===== src/rtl/cache_axi_bridge.sv =====
// Bridges cache line-refill/write-back requests onto AXI3 with independent read and write FSMs.
// The victim line is buffered internally so the cache is released as soon as the write is accepted.
module cache_axi_bridge #(
    parameter logic [3:0] RD_ID = 4'd0,
    parameter logic [3:0] WR_ID = 4'd1
) (
    input  logic         clk,
    input  logic         reset,
    input  logic         rd_req,
    output logic         rd_rdy,
    input  logic [2:0]   rd_type,
    input  logic [31:0]  rd_addr,
    output logic         ret_valid,
    output logic [1:0]   ret_last,
    output logic [31:0]  ret_data,
    input  logic         wr_req,
    output logic         wr_rdy,
    input  logic [2:0]   wr_type,
    input  logic [31:0]  wr_addr,
    input  logic [3:0]   wr_wstrb,
    input  logic [127:0] wr_data,
    output logic [3:0]   arid,
    output logic [31:0]  araddr,
    output logic [7:0]   arlen,
    output logic [2:0]   arsize,
    output logic         arvalid,
    input  logic         arready,
    input  logic [31:0]  rdata,
    input  logic         rlast,
    input  logic         rvalid,
    output logic         rready,
    output logic [3:0]   awid,
    output logic [31:0]  awaddr,
    output logic [7:0]   awlen,
    output logic [2:0]   awsize,
    output logic         awvalid,
    input  logic         awready,
    output logic [31:0]  wdata,
    output logic [3:0]   wstrb,
    output logic         wlast,
    output logic         wvalid,
    input  logic         wready,
    input  logic         bvalid,
    output logic         bready
);

    typedef enum logic [1:0] {R_IDLE, R_AR, R_DATA} rstate_t;
    typedef enum logic [1:0] {W_IDLE, W_AW, W_DATA, W_B} wstate_t;

    rstate_t        rstate_q, rstate_d;
    wstate_t        wstate_q, wstate_d;
    logic [31:0]    raddr_q, raddr_d;
    logic [2:0]     rtype_q, rtype_d;
    logic [31:0]    waddr_q, waddr_d;
    logic [2:0]     wtype_q, wtype_d;
    logic [3:0]     wmask_q, wmask_d;
    logic [127:0]   wbuf_q, wbuf_d;
    logic [1:0]     wcnt_q, wcnt_d;
    logic           rd_fire, wr_fire, rd_hazard;

    function automatic logic [7:0] burst_len(input logic [2:0] t);
        return (t == 3'b100) ? 8'd3 : 8'd0;
    endfunction

    function automatic logic [2:0] burst_size(input logic [2:0] t);
        return (t == 3'b100) ? 3'd2 : {1'b0, t[1:0]};
    endfunction

    always_ff @(posedge clk) begin
        if (reset) begin
            rstate_q <= R_IDLE;
            wstate_q <= W_IDLE;
            wcnt_q   <= '0;
        end else begin
            rstate_q <= rstate_d;
            wstate_q <= wstate_d;
            wcnt_q   <= wcnt_d;
        end
        raddr_q <= raddr_d;
        rtype_q <= rtype_d;
        waddr_q <= waddr_d;
        wtype_q <= wtype_d;
        wmask_q <= wmask_d;
        wbuf_q  <= wbuf_d;
    end

    // A read may not overtake a write-back of the same line, including one accepted this cycle.
    always_comb begin
        wr_rdy    = ~reset & (wstate_q == W_IDLE);
        wr_fire   = wr_req & wr_rdy;
        rd_hazard = ((wstate_q != W_IDLE) && (rd_addr[31:4] == waddr_q[31:4]))
                  || (wr_fire && (rd_addr[31:4] == wr_addr[31:4]));
        rd_rdy    = ~reset & (rstate_q == R_IDLE) & ~rd_hazard;
        rd_fire   = rd_req & rd_rdy;
    end

    always_comb begin
        rstate_d  = rstate_q;
        raddr_d   = raddr_q;
        rtype_d   = rtype_q;
        arvalid   = 1'b0;
        rready    = 1'b0;
        arid      = RD_ID;
        araddr    = raddr_q;
        arlen     = burst_len(rtype_q);
        arsize    = burst_size(rtype_q);
        case (rstate_q)
            R_IDLE: begin
                if (rd_fire) begin
                    raddr_d  = rd_addr;
                    rtype_d  = rd_type;
                    rstate_d = R_AR;
                end
            end
            R_AR: begin
                arvalid = ~reset;
                if (arready) rstate_d = R_DATA;
            end
            R_DATA: begin
                rready = ~reset;
                if (rvalid && rlast) rstate_d = R_IDLE;
            end
            default: rstate_d = R_IDLE;
        endcase
        ret_valid = rvalid & rready;
        ret_last  = {1'b0, rlast & ret_valid};
        ret_data  = rdata;
    end

    always_comb begin
        wstate_d = wstate_q;
        waddr_d  = waddr_q;
        wtype_d  = wtype_q;
        wmask_d  = wmask_q;
        wbuf_d   = wbuf_q;
        wcnt_d   = wcnt_q;
        awvalid  = 1'b0;
        wvalid   = 1'b0;
        bready   = 1'b0;
        awid     = WR_ID;
        awaddr   = waddr_q;
        awlen    = burst_len(wtype_q);
        awsize   = burst_size(wtype_q);
        wdata    = wbuf_q[{wcnt_q, 5'd0} +: 32];
        wstrb    = (wtype_q == 3'b100) ? 4'hf : wmask_q;
        wlast    = (wcnt_q == awlen[1:0]);
        case (wstate_q)
            W_IDLE: begin
                if (wr_fire) begin
                    waddr_d  = wr_addr;
                    wtype_d  = wr_type;
                    wmask_d  = wr_wstrb;
                    wbuf_d   = wr_data;
                    wcnt_d   = '0;
                    wstate_d = W_AW;
                end
            end
            W_AW: begin
                awvalid = ~reset;
                if (awready) wstate_d = W_DATA;
            end
            W_DATA: begin
                wvalid = ~reset;
                if (wready) begin
                    wcnt_d = wcnt_q + 2'd1;
                    if (wlast) wstate_d = W_B;
                end
            end
            W_B: begin
                bready = ~reset;
                if (bvalid) wstate_d = W_IDLE;
            end
            default: wstate_d = W_IDLE;
        endcase
    end

endmodule

===== config.mk =====
export PLATFORM = sky130hd
export DESIGN_NAME = cache_axi_bridge
export DESIGN_NICKNAME = d
export VERILOG_FILES = /design/src/rtl/cache_axi_bridge.sv
export SDC_FILE = /design/constraint.sdc
export NUM_CORES = 1
export LEC_CHECK = 0
export ABC_AREA = 1
export CORE_MARGIN = 10
export CORE_UTILIZATION = 45
export CTS_BUF_LIST = sky130_fd_sc_hd__clkbuf_4
export DETAILED_ROUTE_END_ITERATION = 16
export DONT_BUFFER_PORTS = 1
export MAX_ROUTING_LAYER = met4
export PLACE_DENSITY = 0.57
export SLEW_MARGIN = 10
export SYNTH_ARGS = -nofsm -noshare
export SYNTH_HDL_FRONTEND = slang
export SYNTH_SLANG_ARGS = --single-unit

===== constraint.sdc =====
create_clock -name clk -period 7.8 [get_ports clk]
set_input_delay 0.78 -clock clk [delete_from_list [all_inputs] [get_ports clk]]
set_output_delay 0.78 -clock clk [all_outputs]
set_load 0.05 [all_outputs]

Word level (Yosys, flattened, before mapping)
Index checks and enable logic that the tools add are counted.

Input port bits: 244. Logic and storage cells: 74. Register bits: 208.

Reductions and logical operators: 13. Muxes and demuxes: 23. Eq/ne operators: 18. Shifts and indexed selects: 1. Add/sub/neg operators: 1. Bitwise logic cells: 9.

Operators by type and width (number): $shiftx A128 B8 Y32 (1); $eq A28 B28 Y1 (2); $mux W2 (14); $ne A2 B2 Y1 const B (8); $pmux W2 S4 (1); $and A1 B1 Y1 (7); $eq A2 B2 Y1 const B (3); $eq A3 B3 Y1 const B (2); $pmux W2 S3 (1); $reduce_and A3 Y1 (2); $mux W1 (5); $reduce_and A5 Y1 (1); $eq A2 B1 Y1 const B (2); $logic_not A2 Y1 (2); $mux W4 (1); $pmux W2 S2 (1); $reduce_and A2 Y1 (2); $reduce_bool A2 Y1 (2); $logic_and A1 B1 Y1 (3); $add A2 B1 Y2 const B (1); $eq A2 B2 Y1 (1); $not A1 Y1 (2); $logic_or A1 B1 Y1 (1).

Logic depth before layout (Yosys ltp)
Gate-level depths: netlist (run 1).

Depth after elaboration: 10. Gate-level depth with buffers: 13. Depth with buffers taken out: 13.

Least setup slack after synthesis (run 1)
Ideal clock, no wire load.

Path kind: input to output. Start: in reset. End: out rd_rdy. Data required time: 7.020 ns. Stages on the path: 11. Arrival time: 3.787 ns. Path slack: 3.233 ns. Cells stage by stage: buf_6 > nor2_4 > nand2_2 > inv_2 > nand2_2 > nor2_2 > nand3_1 > nor2_1 > nand2_1 > nand2_1 > inv_1.

Cells in the longest elaborated chain, start to end: 7. Elaborated cells on any way between the ends: 8. Those cells by class: bitwise (6); reduce/logical (2).

RTL lines: start: declaration (RTL line 8) `input logic reset,`; $not A1 Y1 (RTL line 89) `wr_rdy = ~reset & (wstate_q == W_IDLE);`; $and A1 B1 Y1 (RTL line 89); net wr_rdy (RTL line 17) `output logic wr_rdy,`; $and A1 B1 Y1 (RTL line 90) `wr_fire = wr_req & wr_rdy;`; $logic_and A1 B1 Y1 (RTL line 92) `|| (wr_fire && (rd_addr[31:4] == wr_addr[31:4]));`; $logic_or A1 B1 Y1 (RTL line 92); $not A1 Y1 (RTL line 93) `rd_rdy = ~reset & (rstate_q == R_IDLE) & ~rd_hazard;`; $and A1 B1 Y1 (RTL line 93); end: declaration (RTL line 10) `output logic rd_rdy,`.

The timed path passes the listed nets, and every way through them passes these cells.

Worst setup path after layout (run 1)
Start: reg wstate_q[0]. End: out rd_rdy.

Cells in the longest elaborated chain, start to end: 7. Elaborated cells on any way between the ends: 9. Those cells by class: bitwise (4); reduce/logical (5).

RTL lines: start: declaration (RTL line 51) `wstate_t wstate_q, wstate_d;`; start signal: assignment (RTL line 76) `wstate_q <= wstate_d;`; $logic_not A2 Y1 (RTL line 89); $and A1 B1 Y1 (RTL line 89); net wr_rdy (RTL line 17); $and A1 B1 Y1 (RTL line 90); $logic_and A1 B1 Y1 (RTL line 92); $logic_or A1 B1 Y1 (RTL line 92); $not A1 Y1 (RTL line 93); $and A1 B1 Y1 (RTL line 93).

The timed path passes the listed nets, and every way through them passes these cells.

==> run_results.csv, run 1 <==
group,metric,value,unit
sta,postLayoutSetupSlackWorst,3.928,ns
routing,drt-wirelength-per-cell,21.13,um
sta,slew_viol_final,0,
worst_setup_path,start_kind,"flop",
cts,ctsResizeCount,0,
layout,multiInputGateArea,0.001956,mm2
power_and_ir_drop,power_density,341.4,mW/mm2
job,maxCapViolations,0,
layout,area_delta_synth_final,6.752,%
layout,final_nets,1007,
worst_setup_path,critPathMaxFanout,72,
routing,wl,22.55,mm
sta,tightest_slew,1.183,ns
worst_setup_path,path_buf_inv,4,
floorplanning,rows,51,
placement,gp_congestion,0.8622,
sta,fin_skew,0.01494,ns
yosys,synth-main-ff-cell,"edfxtp_1",
placement,place_hpwl,16.99,mm
power_and_ir_drop,ir_drop,0.0002027,V
sta,rsz0062_at_grt,"no",
grt,track_usage,17.04,%
power_and_ir_drop,power_leakage,0.003606,uW
yosys,yosys_warnings,0,
worst_setup_path,critPathArrivalTime,3.09,ns
cts,clock-sinks,208,
worst_setup_path,slowest_stage,"inv_6",
placement,dp_slack,4.475,ns
yosys,async_flop_share,0,%
sta,fin_tns_setup,0,ns
floorplanning,start_util,45.70,%
worst_setup_path,path_cells,"inv_1, ha_1, inv_2, nor2_4, nand2_2, inv_6, nand2_2, nor2_2, nand3_1, nor2_1, nand2_1, nand2_1, inv_1",
grt,antenna_found_initial,7,
worst_setup_path,end_kind,"output pin",
sta,slew_headroom,20.84,%
yosys,syn_area,0.008895,mm2
yosys,ys_seq_elements,208,
cts,clk_pin_slew,0.06,ns
layout,post_layout_nonfiller_instances,1067,
layout,finish.utilization,48.79,%
sta,hold_violations,0,
layout,design_area,0.009495,mm2
layout,fillers,1717,
floorplanning,die_h,160.6,um
yosys,syn_area_per_cell,11.78,um2
cts,cts_buffers,52,
worst_setup_path,cp_top_family,"simple AND/OR/NAND/NOR gates",
sta,fmax,258.2,MHz
placement,place_inst,969,
run_status,status,"finished, final reports clean",
worst_setup_path,required,7.02,ns
floorplanning,core,0.01946,mm2
cts,clk_path_buf_depth,3,
yosys,synth_edf_count,202,
sta,fin_crit_sh,49.64,%
sta,setup_viol,0,
cts,holdBufCountCts,0,
routing,num_vias,5390,
layout,layout.area.seq,0.006187,mm2
placement,placed_area,0.008836,mm2
yosys,yosysSeqAreaShare,69.55,%
placement,io_buffer_count,0,
sta,post-route-min-period,3.872,ns
layout,final_common_cell,"edfxtp_1",
floorplanning,io-pin-count,417,
yosys,syn_inst,755,
routing,dr.pass1.iters,4,
cts,cts_tree,"yes",
cts,post_cts_buffers,0,
routing,vias_per_cell,5.052,
hold_path,min_path_type,"in2reg",
worst_setup_path,worst_path_largest_cell_delay,0.49,ns
floorplanning,die_area,0.02579,mm2
routing,antenna_left,0,
layout,drive_above_1_share,14.21,%
routing,drt_iter0_markers,265,
grt,grt.overflow.total,0,
yosys,synth_cell_types,31,
layout,layout_common_cells,"edfxtp_1 (202), nor2_1 (115), nand2_1 (103)",
worst_setup_path,critPathKind,"reg2out",
floorplanning,die_width,160.6,um
cts,cts_root_buffer,"clkbuf_4",
routing,drc,0,
grt,grt_max_degree,99,
cts,clk_latency,0.63,ns
grt,grt_pass1_vias,5562,
grt,grt_first_pass_wirelength,32.95,mm
cts,htree_num_levels,2,
worst paths after layout:
| path | start | to | slack (ns) | cells past startpoint |
|---|---|---|---|---|
| setup / recovery | wstate_q[0] | rd_rdy | 3.93 | 13 |
| hold reg to reg | wstate_q[0] | wstate_q[0] | 0.58 | 2 |
| hold / removal | reset | wcnt_q[1] | 0.22 | 1 |
| setup reg to reg | wstate_q[0] | wbuf_q[80] | 4.62 | 7 |
metal layers:
layer  track usage [%]  up-vias  share of wire, %
met5                 -        -                 0
met4             7.387        0               3.3
met3             10.35       65                14
met2             27.75      335                49
met1             15.83     2453                34
li1                  -     2537                 -
final cells by class:
class | count | share of cell area, %
tap | 265 | 3.492
sequential | 208 | 65.16
clock inverter | 21 | 1.225
inverter | 78 | 3.136
timing repair buffer | 8 | 0.6720
antenna | 7 | 0.1845
multi-input combinational | 410 | 20.60
clock buffer | 70 | 5.534
sequential cells by signal, indices dropped and copies added (netlist names):
| register | count |
|---|---|
| araddr | 32 |
| awaddr | 32 |
| rstate_q | 2 |
| rtype_q | 3 |
| wbuf_q | 128 |
| wcnt_q | 2 |
| wmask_q | 4 |
| wstate_q | 2 |
| wtype_q | 3 |
per-stage QoR:
stage          hold slack (ns)  total power (uW)
2_1_floorplan           0.5131              2319
3_3_place_gp            0.5249              2397
3_5_place_dp            0.5703              2411
4_1_cts                 0.1405              3294
5_1_grt                 0.1497              3420
6_report                0.2241              3242
synth_stat cells, types with 6 or more instances:
master	number	area share (%)
buf_2	7	0.39
buf_4	58	4.9
clkbuf_1	12	0.51
dfxtp_1	6	1.4
edfxtp_1	202	68
inv_1	75	3.2
nand2_1	103	4.3
nor2_1	115	4.9
o21ai_0	60	3.4
o21ai_1	12	0.68
o22ai_1	33	2.3
or2_2	9	0.63
xnor2_1	8	0.79
xor2_1	9	0.89
cells by family (layout without fill, tap and decap cells):
logic type / after synthesis / count (layout) / synth area share (%)
flip-flops: 208 / 208 / 69.55
adder cells (fa/ha/maj): 5 / 5 / 0.7033
other: 2 / 30 / 0.08443
AO/OA/AOI/OAI: 113 / 113 / 6.935
buffers and inverters: 158 / 177 / 9.467
AND/OR/NAND/NOR: 252 / 252 / 11.59
XOR/XNOR: 17 / 17 / 1.674
report_power, final:
part / total, uW / switching (uW) / internal (uW)
clock network: 871 / 420 / 451
logic: 857 / 721 / 137
registers: 1510 / 131 / 1380
(Power assumes the default switching activity.)
==> run 2, diff against run 1 <==
==> constraint.sdc (replaced) <==
create_clock -name clk -period 3.8 [get_ports clk]
set_input_delay 0.38 -clock clk [delete_from_list [all_inputs] [get_ports clk]]
set_output_delay 0.38 -clock clk [all_outputs]
set_load 0.05 [all_outputs]
==> run_results.csv, run 2 (synthesized netlist as in run 1, its figures left out) <==
group,metric,value,unit
run_status,status,"finished, final reports clean",
sta,rsz0062_at_grt,"no",
sta,whs,0.1396,ns
worst_setup_path,end_kind,"output pin",
routing,antenna_left,0,
grt,grt_pass1_vias,7121,
worst_setup_path,critPathMaxFanout,4,
routing,wl,26.36,mm
layout,layout_common_cells,"dlygate4sd3_1 (207), edfxtp_1 (202), nor2_1 (115)",
cts,clock-sinks,208,
placement,io_buffer_count,0,
grt,grt_max_degree,168,
hold_path,min-delay-start,"wready",
worst_setup_path,crit_path_start,"wstate_q[0]",
power_and_ir_drop,ir_drop,0.0004095,V
routing,vias_per_cell,5.040,
sta,setup_viol,0,
job,maxCapViolations,0,
worst_setup_path,worstReg2RegStart,"wstate_q[0]",
floorplanning,io-pin-count,417,
worst_setup_path,reg2reg_slack,1.32,ns
floorplanning,die_width,160.6,um
floorplanning,die_h,160.6,um
grt,grt_first_pass_wirelength,39.96,mm
worst_setup_path,critPathKind,"reg2out",
sta,fin_crit_sh,80.69,%
cts,cts_buffers,53,
placement,gp_congestion,0.8055,
routing,num_vias,6572,
layout,final_nets,1248,
layout,fillers,1465,
worst_setup_path,start_kind,"flop",
sta,fmax,326.1,MHz
worst_setup_path,ff2ff_path_depth,14,
cts,post_cts_buffers,0,
hold_path,holdPathEnd,"wcnt_q[0]",
sta,post-route-min-period,3.066,ns
cts,clk_latency,0.64,ns
worst_setup_path,worst_path_largest_cell_delay,0.36,ns
cts,clk_path_buf_depth,3,
placement,place_hpwl,16.81,mm
cts,clk_pin_slew,0.06,ns
routing,drc,0,
sta,fin_skew,0.02640,ns
routing,dr.pass1.iters,5,
sta,tightest_slew,1.121,ns
worst_setup_path,path_cells,"inv_1, ha_1, inv_2, nor2_4, nand2_2, inv_6, nand2_2, nor2_2, nand3_1, nor2_1, nand2_1, nand2_1, inv_1",
floorplanning,rows,51,
power_and_ir_drop,power_density,611.7,mW/mm2
sta,hold_violations,0,
floorplanning,start_util,45.70,%
layout,drive_above_1_share,13.91,%
cts,cts_root_buffer,"clkbuf_4",
grt,antenna_found_initial,4,
worst_setup_path,critPathArrivalTime,2.69,ns
hold_path,hold_path_depth,4,
floorplanning,core,0.01946,mm2
cts,htree_num_levels,2,
layout,top_register,"wbuf_q",
worst_setup_path,required,3.42,ns
sta,slew_headroom,25.18,%
worst_setup_path,timing.rr.end,"rstate_q[0]",
layout,area_delta_synth_final,33.11,%
power_and_ir_drop,power_leakage,0.004646,uW
routing,drt_iter0_markers,307,
sta,fin_tns_setup,0,ns
grt,grt.overflow.total,0,
routing,drt-wirelength-per-cell,20.22,um
layout,largest_reg_flops,128,
hold_path,min_path_type,"in2reg",
grt,track_usage,20.08,%
layout,final_common_cell,"dlygate4sd3_1",
floorplanning,die_area,0.02579,mm2
layout,finish.utilization,60.84,%
sta,slew_viol_final,0,
cts,cts_tree,"yes",
worst_setup_path,slowest_stage,"dfxtp_1",
==> run 2: metal layers <==
metal / up-vias / global-route usage (%) / share of wire [%]
met3: 33 / 8.972 / 12
li1: 3005 / - / -
met5: - / - / 0
met1: 3110 / 20.33 / 35
met2: 424 / 34.13 / 51
met4: 0 / 6.511 / 1.4
==> run 2: layout make-up <==
class                           count  area (um2)  share of cell area [%]
Antenna cell                        4       10.01                 0.08454
Clock buffer                       70       525.5                   4.438
Clock inverter                     21       136.4                   1.152
Inverter                           78       297.8                   2.515
Multi-Input combinational cell    410        1956                   16.52
Sequential cell                   208        6187                   52.26
Tap cell                          265       331.6                   2.800
Timing Repair Buffer              248        2396                   20.24
==> run 2: critical path: cells and delay by family, from the launching register on <==
| kind | cells | cell delay (ns) |
|---|---|---|
| DFF | 1 | 0.36 |
| adders and majority gates | 1 | 0.19 |
| buffers and inverters | 4 | 0.52 |
| and+or+nand+nor | 8 | 0.98 |
==> run 2: where the power goes <==
group	total [uW]	internal (uW)	switching, uW
combinational	2250	632	1610
sequential	3110	2840	275
clock	1890	992	894
==> run 2: repair_timing <==
action                     in CTS  in global routing
setup endpoints to repair       0                  0
resized for setup               0                  0
hold buffers                  207                  0
hold endpoints to repair      210                  0
==> run 2: how the worst max path moves through the flow <==
| stage | endpoint | slack, ns | cells past startpoint |
|---|---|---|---|
| after global placement | rd_rdy | 1.41 | 13 |
| final | rd_rdy | 0.73 | 13 |
| after global routing | rd_rdy | 0.50 | 13 |
| after floorplan | araddr[0] | 0.34 | 13 |
| after detailed placement | rd_rdy | 1.37 | 13 |
| after CTS | rd_rdy | 0.64 | 13 |
==> run 2: per-stage QoR <==
step	power (uW)	setup WS, ns	instance area, um2	instances
after floorplan	4750	0.3371	8976	776
after global placement	5169	1.411	9096	1002
after detailed placement	5207	1.369	9096	1002
after CTS	7269	0.6396	11830	1300
after global routing	7599	0.4956	11840	1304
final	7243	0.7336	11840	1304
